**config.mk**
```make
export PLATFORM = sky130hd
export DESIGN_NAME = cla_mul_seq
export DESIGN_NICKNAME = d
export VERILOG_FILES = /design/src/rtl/cla_mul_seq.sv
export SDC_FILE = /design/constraint.sdc
export NUM_CORES = 1
export LEC_CHECK = 0
export ABC_CLOCK_PERIOD_IN_PS = 5130
export CAP_MARGIN = 5
export CORE_ASPECT_RATIO = 0.6
export CORE_MARGIN = 2
export CORE_UTILIZATION = 56
export CTS_CLUSTER_SIZE = 40
export DETAILED_ROUTE_END_ITERATION = 8
export GPL_ROUTABILITY_DRIVEN = 0
export HOLD_SLACK_MARGIN = 0.05
export PLACE_DENSITY = 0.93
export REMOVE_ABC_BUFFERS = 1
export SLEW_MARGIN = 40
export SYNTH_ARGS = -nofsm -noshare
export SYNTH_HDL_FRONTEND = slang
export SYNTH_HIERARCHICAL = 1
export SYNTH_SLANG_ARGS = --single-unit
```
**constraint.sdc**
```tcl
create_clock -name clk_i -period 5.13 [get_ports clk_i]
set_clock_uncertainty 0.15 [all_clocks]
set_input_delay 0.7695 -clock clk_i [delete_from_list [all_inputs] [get_ports clk_i]]
set_output_delay 0.7695 -clock clk_i [all_outputs]
set_load 0.02 [all_outputs]
```
**src/rtl/cla_mul_seq.sv**
```systemverilog
//==============================================================================
// Module      : cla_mul_seq (with helper cla_adder)
// Description : Iterative unsigned shift-and-add multiplier. One shared N-bit
//               carry-lookahead adder performs every partial-product add, so
//               an N x N -> 2N product takes N step cycles after acceptance.
// Ports       :
//   clk_i    in   1    clock, all state on the rising edge
//   rst_i    in   1    asynchronous active-high reset
//   start_i  in   1    request, sampled only in IDLE or DONE
//   a_i      in   N    multiplicand, captured on the accepting edge
//   b_i      in   N    multiplier, captured on the accepting edge
//   p_o      out  2N   product register, valid while done_o=1, held until
//                      the next accept or reset
//   busy_o   out  1    high while the multiply is running
//   done_o   out  1    one-cycle pulse, p_o holds the final product
// Revision    : 1.0 - initial release
//==============================================================================
`default_nettype none

//------------------------------------------------------------------------------
// cla_adder : N-bit carry-lookahead adder/subtractor. Carries come from a
// parallel-prefix (Kogge-Stone) combine of per-bit generate/propagate.
//------------------------------------------------------------------------------
module cla_adder #(
    parameter int N = 32
) (
    input  logic [N-1:0] a_i,
    input  logic [N-1:0] b_i,
    input  logic         add_sub_i,   // 0: a+b, 1: a-b (two's complement)
    output logic [N-1:0] sum_o,
    output logic         cout_o
);

    localparam int LEVELS = $clog2(N);

    logic [N-1:0] w_bx;
    logic [N-1:0] w_g;
    logic [N-1:0] w_p;
    logic [N-1:0] w_gg;
    logic [N-1:0] w_pp;
    logic [N-1:0] w_ones;
    logic [N:0]   w_c;

    always_comb begin
        w_bx   = b_i ^ {N{add_sub_i}};
        w_g    = a_i & w_bx;
        w_p    = a_i ^ w_bx;
        w_ones = '1;
        w_gg   = w_g;
        w_pp   = w_p;
        // Each level folds in the (g,p) pair 2^k positions below. Bits below
        // the span keep their value: shifted-in generate is 0 and the
        // shifted-in propagate is forced to 1.
        for (int k = 0; k < LEVELS; k++) begin
            w_gg = w_gg | (w_pp & (w_gg << (1 << k)));
            w_pp = w_pp & ((w_pp << (1 << k)) | ~(w_ones << (1 << k)));
        end
        w_c[0]   = add_sub_i;
        w_c[N:1] = w_gg | (w_pp & {N{add_sub_i}});
        sum_o    = w_p ^ w_c[N-1:0];
        cout_o   = w_c[N];
    end

endmodule

//------------------------------------------------------------------------------
// cla_mul_seq : sequential shift-and-add multiplier around cla_adder.
//------------------------------------------------------------------------------
module cla_mul_seq #(
    parameter int N = 32
) (
    input  logic           clk_i,
    input  logic           rst_i,
    input  logic           start_i,
    input  logic [N-1:0]   a_i,
    input  logic [N-1:0]   b_i,
    output logic [2*N-1:0] p_o,
    output logic           busy_o,
    output logic           done_o
);

    localparam int CW = $clog2(N) + 1;

    typedef enum logic [1:0] {
        ST_IDLE = 2'd0,
        ST_RUN  = 2'd1,
        ST_DONE = 2'd2
    } state_t;

    state_t         state_q, state_d;
    logic [2*N-1:0] p_q, p_d;
    logic [N-1:0]   mcand_q, mcand_d;
    logic [CW-1:0]  count_q, count_d;

    logic [N-1:0]   w_sum;
    logic           w_cout;

    // Upper half of the product accumulates; the multiplicand is added in.
    cla_adder #(.N(N)) u_cla (
        .a_i       (p_q[2*N-1:N]),
        .b_i       (mcand_q),
        .add_sub_i (1'b0),
        .sum_o     (w_sum),
        .cout_o    (w_cout)
    );

    always_ff @(posedge clk_i or posedge rst_i) begin
        if (rst_i) begin
            state_q <= ST_IDLE;
            p_q     <= '0;
            mcand_q <= '0;
            count_q <= '0;
        end else begin
            state_q <= state_d;
            p_q     <= p_d;
            mcand_q <= mcand_d;
            count_q <= count_d;
        end
    end

    always_comb begin
        state_d = state_q;
        p_d     = p_q;
        mcand_d = mcand_q;
        count_d = count_q;

        case (state_q)
            ST_IDLE, ST_DONE: begin
                // DONE accepts directly so back-to-back operations have no
                // idle bubble; P is otherwise left untouched.
                if (start_i) begin
                    state_d = ST_RUN;
                    mcand_d = a_i;
                    p_d     = {{N{1'b0}}, b_i};
                    count_d = '0;
                end else begin
                    state_d = ST_IDLE;
                end
            end
            ST_RUN: begin
                // Multiplier bits are consumed from P[0] as the whole
                // register shifts right; the carry-out becomes the new MSB.
                if (p_q[0]) begin
                    p_d = {w_cout, w_sum, p_q[N-1:1]};
                end else begin
                    p_d = {1'b0, p_q[2*N-1:N], p_q[N-1:1]};
                end
                count_d = count_q + CW'(1);
                if (count_q == CW'(N - 1)) begin
                    state_d = ST_DONE;
                end
            end
            default: begin
                state_d = ST_IDLE;
            end
        endcase
    end

    assign p_o    = p_q;
    assign busy_o = (state_q == ST_RUN);
    assign done_o = (state_q == ST_DONE);

endmodule

`default_nettype wire

```
==> summary.md <==
| Metric | Value |
|---|---|
| CTS clock-pin slew for the worst setup and hold paths | 0.08 ns |
| Die Y | 87.8 um |
| Final worst path period need | 3.19 ns |
| CP Launch Type | flop |
| Setup TNS | 0 ns |
| Final instance area | 8240 um2 |
| Reg-to-reg endpoint | p_o[57] |
| FP Rows | 30 |
| Synth Instances | 709 |
| VDD IR-drop max | 0.000330 V |
| Global-route wire length before repair | 29,600 um |
| Area growth syn-to-layout | 25.9% |
| Post-cts resize count | 0 |
| Max_slew headroom | 0.476 |
| Hold_buf cts | 0 |
| Nature of the critical path endpoint | flop |
| TritonCTS clock tree | built |
| Initial antenna violation count | 0 |
| Largest net degree at the start of global routing | 76 |
| Outcome | finished, final reports clean |
| Vias/cell | 6.17 |
| Top-Level Pins | 133 |
| Setup slack on the worst flop-to-flop path | 1.94 ns |
| Flop and latch count out of synthesis | 104 |
| Critical Path RT | 5.25 ns |
| Routed Antenna Nets | 0 |
| Starting density of the core | 0.577 |
| Sequential area share after synthesis | 0.398 |
| First-pass DRT Iterations | 6 |
| Insertion delay to the later sink of the worst-skew pair | 0.37 ns |
| Reg area | 2600 um2 |
| Die width | 144 um |
| Worst Tran Pin Value | 0.785 ns |
| WP data arrival | 3.31 ns |
| Critical path startpoint | mcand_q[9] |
| PortBufs | 132 |
| Clock Sink Count | 104 |
| H-Tree Level Count | 3 |
| # DRC | 0 |
| Max Fanout on Critical Path | 6 |
| Num CTS Buffers | 9 |
| DIE AREA | 12,600 um2 |
| EDFF count, synth | 0 |
| Share of layout cells above drive strength 1 | 0.0511 |
| Syn Area/Cell | 9.23 um2 |
| Worst setup path class | flop to flop |
| Wirelength, routed | 18,200 um |
| Cell Pwr Density | 627 nW/um2 |
| Most used DFF post-synth | dfrtp_1 |
| Final setup viols | 0 |
| Vias in the first global route | 5,980 |
| Synthesized area | 6550 um2 |
| RSZ-0062 raised after global routing | false |
| Reg2reg start | mcand_q[9] |
| Max cap viols | 0 |
| Share of flip-flops with an asynchronous set or reset | 1.00 |
| Layout fillers | 822 |
| # Post-CTS Setup Buffers | 0 |
| Max Root-Sink Buffers | 2 |
| Hold Path Class | flop to flop |
| 1st-iter DRT viols | 591 |
| Area of the multi-input gates | 3740 um2 |
| Worst Setup EP | p_o[57] |
| Yosys warnings | 6 |
| Leakage Power | 0.00372 uW |
| Root buf cell | clkbuf_16 |
| Gr ovfl total | 0 |
| Slew Viols, Final | 0 |
| Ant diodes | 0 |
| DR WL/cell | 18.5 um |
| Core box area | 11,300 um2 |
| Total Routing Usage GR | 0.298 |
| Synth cell types | 62 |
| Final cycle utilization of the critical path | 0.621 |
| Fin. Hold Viols | 0 |
| Post-detail-place hpwl | 12,200 um |
| Nets | 919 |
| Max Freq | 314 MHz |
| Reg2Reg Depth | 11 |
| Via count | 6,057 |
| Placed cell area | 7930 um2 |
[synth_stat cells, types with 3 or more instances]
master,number,share of area
nand2b_1,4,0.0038
dfrtp_1,104,0.40
xor2_1,40,0.054
a21o_1,13,0.015
nand2_1,155,0.089
nand3_1,39,0.030
a22oi_1,31,0.036
and3_1,3,0.0029
o22a_1,3,0.0040
buf_2,17,0.013
nor3_1,10,0.0076
and2_1,3,0.0029
o2bb2ai_1,31,0.041
a211oi_1,4,0.0046
o21a_1,8,0.0092
a31oi_1,4,0.0038
nor4_2,3,0.0057
inv_1,4,0.0023
o31ai_1,5,0.0057
o21ai_0,15,0.011
a2111oi_0,4,0.0054
buf_4,4,0.0046
nand4_1,4,0.0038
ha_1,35,0.067
clkbuf_1,15,0.0086
xnor2_1,20,0.027
nor2_1,26,0.015
a21oi_1,25,0.019
mux2i_1,33,0.050
nor2b_1,5,0.0048
[layout by cell type, fill, tap and decap left out, types with 25 or more instances in the layout]
| cell | instances |
|---|---|
| nor2_1 | 26 |
| dfrtp_1 | 103 |
| o2bb2ai_1 | 31 |
| a22oi_1 | 31 |
| ha_1 | 35 |
| xor2_1 | 40 |
| nand3_1 | 39 |
| mux2i_1 | 33 |
| a21oi_1 | 25 |
| nand2_1 | 155 |
| clkdlybuf4s50_1 | 132 |
[worst min-delay path by stage]
stage	startpoint	end	slack (ns)	depth (start not counted)
3_5_place_dp	mcand_q[11]	mcand_q[11]	0.33	2
6_report	mcand_q[11]	mcand_q[11]	0.35	2
2_1_floorplan	count_q[5]	state_q[1]	0.31	1
4_1_cts	mcand_q[11]	mcand_q[11]	0.35	2
5_1_grt	mcand_q[11]	mcand_q[11]	0.38	2
3_3_place_gp	mcand_q[5]	mcand_q[5]	0.33	2
[registers in the layout, summed over array words and instances (netlist names)]
register  flops
p_o          64
mcand_q      32
count_q       6
state_q       2
[report_power, final]
group / internal (uW) / switching, uW
sequential: 1100 / 303
combinational: 1390 / 1670
clock: 350 / 359
total: 2840 / 2330
[per-stage QoR]
step | std cells | setup slack, ns | hold WS [ns] | util | power [uW]
global route | 982 | 1.67 | 0.379 | 0.727 | 5470
floorplan | 668 | 0.774 | 0.315 | - | 3330
global placement | 966 | 2.23 | 0.331 | 0.699 | 4220
detailed placement | 966 | 2.07 | 0.332 | 0.700 | 4360
CTS | 982 | 2.02 | 0.351 | 0.727 | 5110
finish | 982 | 1.94 | 0.346 | 0.727 | 5160
[area by class of cell]
cell class	count	area share
Multi-Input combinational cell	559	0.453
Sequential cell	104	0.316
Timing Repair Buffer	138	0.166
Clock buffer	9	0.0273
Tap cell	160	0.0243
Clock inverter	7	0.0102
Inverter	5	0.00289
[kinds of logic (layout without fill, tap and decap cells)]
kind of cell	count (synthesis)	count (layout)	share of synthesized area
muxes	34	34	0.0522
other	1	1	0.000573
and+or+nand+nor	260	260	0.174
buffers and inverters	46	159	0.0344
adders and majority gates	35	35	0.0669
DFF	104	104	0.398
AOI/OAI and AO/OA	169	169	0.194
xor gates and xnor gates	60	60	0.0803
[metal layers]
metal / track usage / vias to the layer above / part of all wire / wire [um]
li1: - / 2764 / - / -
met1: 0.387 / 2893 / 0.43 / 7840
met2: 0.477 / 350 / 0.45 / 8150
met3: 0.0957 / 50 / 0.097 / 1750
met4: 0.0998 / 0 / 0.023 / 420
met5: 0 / - / 0 / 0
[critical path, cell delays in order (launching register included)]
cell	delay, ns
dfrtp_1	0.40
xor2_1	0.15
ha_1	0.36
and2_1	0.21
a221oi_1	0.49
o22a_1	0.24
nand3_2	0.20
o311ai_2	0.33
and2b_1	0.18
xnor2_1	0.12
mux2i_1	0.09
o2bb2ai_1	0.16
Note: power is estimated with default switching activity, not from simulation.
